`config.mk`:
```
export PLATFORM = sky130hd
export DESIGN_NAME = io_uart_tx
export DESIGN_NICKNAME = d
export VERILOG_FILES = /design/src/rtl/io_uart_tx.sv
export SDC_FILE = /design/constraint.sdc
export NUM_CORES = 1
export LEC_CHECK = 0
export CAP_MARGIN = 40
export CORE_MARGIN = 2
export CORE_UTILIZATION = 29
export CTS_BUF_LIST = sky130_fd_sc_hd__clkbuf_16
export DETAILED_ROUTE_END_ITERATION = 7
export PLACE_DENSITY_LB_ADDON = 0.3
export SLEW_MARGIN = 5
export SYNTH_ARGS = -nofsm -noshare
export SYNTH_HDL_FRONTEND = slang
export SYNTH_SLANG_ARGS = --single-unit
```
`constraint.sdc`:
```
create_clock -name clk -period 8.9 [get_ports clk]
set_input_delay 1.78 -clock clk [delete_from_list [all_inputs] [get_ports clk]]
set_output_delay 1.78 -clock clk [all_outputs]
set_load 0.05 [all_outputs]
```
`src/rtl/io_uart_tx.sv`:
```
// Memory-mapped UART transmitter: CPU stores fill a small TX FIFO, and a baud-timed
// shift FSM sends each byte as 8N1, LSB first, on tx. Status and divisor are readable.
module io_uart_tx #(
  parameter int          FIFO_DEPTH  = 8,
  parameter logic [15:0] DEFAULT_DIV = 16'd868
) (
  input  logic        clk,
  input  logic        rst,
  input  logic        cs,
  input  logic        sig_w,
  input  logic        sig_r,
  input  logic [31:0] addr,
  input  logic [31:0] wdata,
  output logic [31:0] rdata,
  output logic        tx
);

  localparam int AW = (FIFO_DEPTH > 1) ? $clog2(FIFO_DEPTH) : 1;
  localparam int CW = AW + 1;

  typedef enum logic [1:0] {
    IDLE  = 2'd0,
    START = 2'd1,
    DATA  = 2'd2,
    STOP  = 2'd3
  } state_t;

  logic [7:0]    fifo_mem [FIFO_DEPTH];
  logic [AW-1:0] wr_ptr;
  logic [AW-1:0] rd_ptr;
  logic [CW-1:0] count;
  logic          overflow;
  logic [15:0]   baud_div;

  state_t        state;
  state_t        state_nxt;
  logic [7:0]    shift_q;
  logic [7:0]    shift_nxt;
  logic [15:0]   div_q;
  logic [15:0]   div_nxt;
  logic [15:0]   baud_cnt;
  logic [15:0]   baud_cnt_nxt;
  logic [2:0]    bit_idx;
  logic [2:0]    bit_idx_nxt;
  logic          tx_nxt;
  logic          pop;

  logic          wr_en;
  logic          wr_txdata;
  logic          wr_status;
  logic          wr_baud;
  logic          full;
  logic          empty;
  logic          push;
  logic          bit_end;
  logic          busy;
  logic [7:0]    count_byte;

  assign wr_en      = cs & sig_w;
  assign wr_txdata  = wr_en & (addr[3:2] == 2'd0);
  assign wr_status  = wr_en & (addr[3:2] == 2'd1);
  assign wr_baud    = wr_en & (addr[3:2] == 2'd2);
  assign full       = (count == CW'(FIFO_DEPTH));
  assign empty      = (count == '0);
  assign push       = wr_txdata & ~full;
  assign bit_end    = (baud_cnt == div_q - 16'd1);
  assign busy       = (state != IDLE);
  assign count_byte = 8'(count);

  always_ff @(posedge clk) begin
    if (push) begin
      fifo_mem[wr_ptr] <= wdata[7:0];
    end
  end

  // A push into a full FIFO is dropped even when the FSM pops on the same edge.
  always_ff @(posedge clk or posedge rst) begin
    if (rst) begin
      wr_ptr <= '0;
      rd_ptr <= '0;
      count  <= '0;
    end else begin
      if (push) begin
        wr_ptr <= wr_ptr + AW'(1);
      end
      if (pop) begin
        rd_ptr <= rd_ptr + AW'(1);
      end
      case ({push, pop})
        2'b10:   count <= count + CW'(1);
        2'b01:   count <= count - CW'(1);
        default: count <= count;
      endcase
    end
  end

  always_ff @(posedge clk or posedge rst) begin
    if (rst) begin
      overflow <= 1'b0;
      baud_div <= DEFAULT_DIV;
    end else begin
      if (wr_txdata & full) begin
        overflow <= 1'b1;
      end else if (wr_status & wdata[3]) begin
        overflow <= 1'b0;
      end
      if (wr_baud) begin
        baud_div <= (wdata[15:0] < 16'd2) ? 16'd2 : wdata[15:0];
      end
    end
  end

  always_ff @(posedge clk or posedge rst) begin
    if (rst) begin
      state    <= IDLE;
      shift_q  <= '0;
      div_q    <= DEFAULT_DIV;
      baud_cnt <= '0;
      bit_idx  <= '0;
      tx       <= 1'b1;
    end else begin
      state    <= state_nxt;
      shift_q  <= shift_nxt;
      div_q    <= div_nxt;
      baud_cnt <= baud_cnt_nxt;
      bit_idx  <= bit_idx_nxt;
      tx       <= tx_nxt;
    end
  end

  // tx is registered from the current state, so the line lags the FSM by one clock.
  always_comb begin
    state_nxt    = state;
    shift_nxt    = shift_q;
    div_nxt      = div_q;
    baud_cnt_nxt = baud_cnt;
    bit_idx_nxt  = bit_idx;
    tx_nxt       = 1'b1;
    pop          = 1'b0;

    case (state)
      IDLE: begin
        tx_nxt = 1'b1;
        if (!empty) begin
          pop          = 1'b1;
          shift_nxt    = fifo_mem[rd_ptr];
          div_nxt      = baud_div;
          baud_cnt_nxt = '0;
          bit_idx_nxt  = '0;
          state_nxt    = START;
        end
      end
      START: begin
        tx_nxt = 1'b0;
        if (bit_end) begin
          baud_cnt_nxt = '0;
          bit_idx_nxt  = '0;
          state_nxt    = DATA;
        end else begin
          baud_cnt_nxt = baud_cnt + 16'd1;
        end
      end
      DATA: begin
        tx_nxt = shift_q[0];
        if (bit_end) begin
          baud_cnt_nxt = '0;
          shift_nxt    = {1'b0, shift_q[7:1]};
          if (bit_idx == 3'd7) begin
            state_nxt = STOP;
          end else begin
            bit_idx_nxt = bit_idx + 3'd1;
          end
        end else begin
          baud_cnt_nxt = baud_cnt + 16'd1;
        end
      end
      STOP: begin
        tx_nxt = 1'b1;
        if (bit_end) begin
          baud_cnt_nxt = '0;
          if (!empty) begin
            pop         = 1'b1;
            shift_nxt   = fifo_mem[rd_ptr];
            div_nxt     = baud_div;
            bit_idx_nxt = '0;
            state_nxt   = START;
          end else begin
            state_nxt = IDLE;
          end
        end else begin
          baud_cnt_nxt = baud_cnt + 16'd1;
        end
      end
      default: begin
        state_nxt = IDLE;
      end
    endcase
  end

  always_comb begin
    rdata = 32'd0;
    if (cs & sig_r) begin
      case (addr[3:2])
        2'd1:    rdata = {16'd0, count_byte, 4'd0, overflow, busy, empty, full};
        2'd2:    rdata = {16'd0, baud_div};
        default: rdata = 32'd0;
      endcase
    end
  end

endmodule

```
* Word level (Yosys, flattened, before mapping)
Memory sizes are Yosys's and may differ from the RTL's.
Cells that the tools add are included.
W data, S select, Z words.
** Storage, ports and cells
- Flip-flop bits (word level) :: 73
- Bits in latches :: 0
- Bits in writable memories :: 64
- Bits in read-only memories :: 0
- Input bits :: 69
- Output and inout port bits :: 33
- Logic and storage cells :: 94
- Memories :: 1
** Memory list
- fifo_mem :: words 8, bits a word 8, rd ports 1, clocked after Yosys merged registers in 0, write ports 1, line 28 : logic [7:0] fifo_mem [FIFO_DEPTH];
** Operators by class
- Add/sub/neg operators :: 7
- $mul :: 0
- Divide/modulo/power cells :: 0
- Magnitude comparators :: 1
- Equal/unequal tests :: 16
- Shift operators :: 0
- Muxes and demuxes :: 35
- Bitwise gates (word level) :: 9
- Reduce and logical (&&, ||, !) cells :: 14
** Operator list (count)
- $mux W16 :: 6
- $pmux W16 S2 :: 3
- $mux W8 :: 3
- $pmux W8 S3 :: 1
- $add A16 B1 Y16 const B :: 1
- $eq A16 B16 Y1 :: 1
- $lt A16 B2 Y1 const B :: 1
- $sub A16 B1 Y16 const B :: 1
- $mux W3 :: 5
- $ne A2 B2 Y1 const B :: 6
- $pmux W3 S4 :: 1
- $mux W2 :: 5
- $add A3 B1 Y3 const B :: 3
- $and A1 B1 Y1 :: 8
- $eq A2 B2 Y1 const B :: 4
- $pmux W2 S4 :: 1
- $pmux W4 S2 :: 1
- $reduce_bool A2 Y1 :: 4
- $mux W1 :: 7
- $eq A2 B1 Y1 const B :: 3
- $reduce_and A5 Y1 :: 1
- $add A4 B1 Y4 const B :: 1
- $eq A4 B4 Y1 const B :: 1
- $logic_not A2 Y1 :: 2
- other kinds (12) :: 12

* Longest topological paths before layout
- Depth in word-level cells :: 6
- Mapped depth :: 16
- Mapped depth without buffers :: 16

* Worst setup path before layout
Ideal clock, no wire load.
- Path kind :: input port to output port
- From :: input port addr[2]
- To :: output port rdata[1]
- Arrival time :: 3042 ps
- Data required time :: 7120 ps
- Setup slack :: 4078 ps
- Stages :: 5
- Path buffers :: 1
- Path through :: inv_1 ha_1 clkbuf_1 a22oi_1 nor2_1
** Between the ends
- Cells in the longest elaborated chain, start to end :: 3
- Elaborated cells on any way between the ends :: 4
- Those cells by class :: 2 x eq/ne; 2 x mux
** Ends and longest elaborated chain
- start: declaration :: line 12 : input logic [31:0] addr,
- $eq A2 B2 Y1 or $eq A2 B1 Y1 (tied branches) :: line 203 : case (addr[3:2])
- $pmux W16 S2 * :: line 203
- $mux W16 * :: line 202 : if (cs & sig_r) begin
- end: declaration :: line 14 : output logic [31:0] rdata,
Mark *: on every way between the ends. The rest lies on a longest branch, timed or not.

* Worst setup path in the final report
- From :: input port addr[2]
- To :: output port rdata[5]
Same word-level chain as after synthesis.

==> flow_metrics.tcl <==
set metrics [dict create \
    outcome "completed" \
    end_kind "output port" \
    critPathRequiredTime_ps 7120 \
    critPathKind "input pin to output port" \
    post-cts-setup-buffers 0 \
    routed_via_density 4.75 \
    cts_max_level 4 \
    synth_area_mm2 0.00689 \
    root_buffer "clkbuf_16" \
    crit_path_start_kind "input pin" \
    grt_antenna_before_repair 0 \
    fp.dieArea_mm2 0.0250 \
    setup_ws_ps 3070 \
    total_power_uw 2600 \
    yosys.area_share.xor_xnor_pct 3.18 \
    die_w_um 158 \
    synth.distinct_cells 63 \
    gp_congestion 0.819 \
    core_mm2 0.0234 \
    leakagePower_uw 0.00318 \
    ys_seq_elements 137 \
    hold_violations 0 \
    grt_pass1_vias 4493 \
    clkSinkCount 137 \
    yosysSeqAreaShare_pct 54.6 \
    ir_worst_vdd_uv 156 \
    finalClockSkew_ps 8.53 \
    syn_to_final_growth_pct 19.9 \
    vias 4377 \
    ioPinCount 102 \
    rows 56 \
    period_needed_ps 5830 \
    grt_overflow_total 0 \
    insertion_delay_ps 420 \
    drv_slew 0 \
    tritoncts "yes" \
    synthMuxAreaShare_pct 13.8 \
    crit_path_cell_trace "clkdlybuf4s50_1, inv_1, ha_1, and3_1, and2_1, clkdlybuf4s50_1" \
    drt_wl_total_um 15200 \
    synthAdderAreaFrac_pct 3.38 \
    arrival_ps 4050 \
    placedCellCount 890 \
    relSlewSlack_pct 40.5 \
    ys.flop_type "edfxtp_1" \
    fmax_mhz 172 \
    place_ws_ps 3070 \
    postRouteAntennaNets 0 \
    diodes 0 \
    synth_compound_area_share_pct 8.80 \
    grt_start_max_net_pins 69 \
    mostFrequentLayoutCell "edfxtp_1" \
    die_h_um 158 \
    clk_path_buf_depth 2 \
    maxCapViolCount 0 \
    drc 0 \
    clk_pin_slew_ps 60 \
    synth-edff-count 64 \
    grtUsageTotal_pct 12.9 \
    async_reset_ff_share_pct 53.3 \
    firstDrtPassIters 5 \
    cts_buffers 17 \
    finalNonFillerCells 922 \
    yosys.area_share.simple_pct 11.9 \
    max_stage_delay_ps 810 \
    cts-resized-gates 0 \
    final_cell_mix "64 x edfxtp_1, 62 x dfrtp_1, 39 x clkdlybuf4s50_1" \
    initial_core_util_pct 29.5 \
    critPathSlowestCell "clkdlybuf4s50_1" \
    port_buffers 39 \
    timing.hold.ws_ps 489 \
    p_per_area_mw_per_mm2 315 \
    grt_pass1_wl_um 24600 \
    wl_per_cell_um 16.5 \
    avgSynthCellArea_um2 12.8 \
    cts_hold_buf 0 \
    finalSetupViolCount 0 \
    grt_setup_unrepaired "false" \
    finalSetupTns_ps 0 \
    yosysWarnings 0 \
    synthesis.instances 538 \
    fin_crit_sh_pct 65.5 \
    fin_nets 677 \
    hp-class "register to register" \
    drive_above_1_share_pct 20.2 \
    cp_max_fo 10 \
    first_iter_violations 305 \
    dpl.hpwl_um 11000 \
    synth_top_family_by_area "multiplexers" \
    cpMostUsedCell "clkdlybuf4s50_1" \
    worst_slew_pin_slew_ps 893 \
]
## layer usage
metal | vias to the layer above | global-route usage, % | share of wire [%]
li1 | 2097 | - | -
met1 | 2179 | 17.0 | 47
met2 | 89 | 21.2 | 49
met3 | 12 | 2.76 | 3.2
met4 | 0 | 3.95 | 1.3
met5 | - | 0 | 0
## kinds of logic (layout without fill, tap and decap cells)
group,after synthesis,after routing
and+or+nand+nor,145,145
xor gates and xnor gates,25,25
DFF,137,137
adders and majority gates,18,18
muxes,67,67
buffers and inverters,55,105
other,1,16
AOI/OAI and AO/OA,90,90
## synthesized netlist by cell type, types with 4 or more instances
master / number / area share, %
dfstp_2: 11 / 4.2
nand2b_1: 14 / 1.3
a22oi_1: 8 / 0.87
mux2_4: 9 / 2.0
edfxtp_1: 64 / 28
xor2_1: 10 / 1.3
o21ai_0: 16 / 1.2
nand3_1: 13 / 0.94
and3_1: 10 / 0.91
mux4_2: 16 / 5.2
mux2_2: 31 / 5.1
nand2_1: 27 / 1.5
a22o_1: 5 / 0.64
xnor2_1: 15 / 1.9
buf_4: 18 / 2.0
nor4_1: 13 / 1.2
o211ai_1: 5 / 0.54
a21oi_1: 20 / 1.5
buf_1: 4 / 0.22
clkbuf_1: 10 / 0.54
dfrtp_1: 62 / 23
a31oi_1: 16 / 1.5
ha_1: 17 / 3.1
and2_1: 9 / 0.82
mux2i_1: 11 / 1.6
inv_1: 20 / 1.1
nor3_1: 11 / 0.80
nor2_1: 23 / 1.3
## sequential cells by signal, summed over array words and instances (netlist names)
name / count
fifo_mem: 64
shift_q: 8
state: 2
overflow: 1
tx: 1
bit_idx: 3
div_q: 16
baud_div: 16
rd_ptr: 3
baud_cnt: 16
wr_ptr: 3
count: 4
## path summary, 6_finish.rpt
path / cells past startpoint / slack, ps / from / to
min in group asynchronous: 3 / 1650 / rst / bit_idx[0]
min reg2reg: 2 / 490 / overflow / overflow
max in group asynchronous: 4 / 6630 / rst / baud_div[2]
max reg2reg: 16 / 4470 / div_q[0] / count[3]
max: 6 / 3070 / addr[2] / rdata[5]
min: 2 / 490 / overflow / overflow
## area by class of cell
| type | count | area, um^2 |
|---|---|---|
| clock buffer | 17 | 425 |
| clock inverter | 15 | 164 |
| fill | 2264 | 15100 |
| inverter | 20 | 75.1 |
| multi-input combinational | 361 | 2900 |
| sequential | 137 | 3760 |
| tap | 319 | 399 |
| timing repair buffer | 53 | 543 |
## worst max-delay path: cells and delay by family
kind                       cells  cell delay (ps)
and+or+nand+nor                2              560
adders and majority gates      1              360
buffers and inverters          3             1350
## metrics by stage
stage	utilization (%)	area [um^2]
after detailed placement	32.8	7670
after floorplan	-	6950
after global placement	32.4	7580
final	35.3	8260
after CTS	35.3	8260
after global routing	35.3	8260
## power breakdown
part / internal, uW / total (uW) / switching (uW)
Clock: 419 / 701 / 282
Sequential: 805 / 993 / 188
Combinational: 466 / 906 / 440
(Power assumes the default switching activity.)
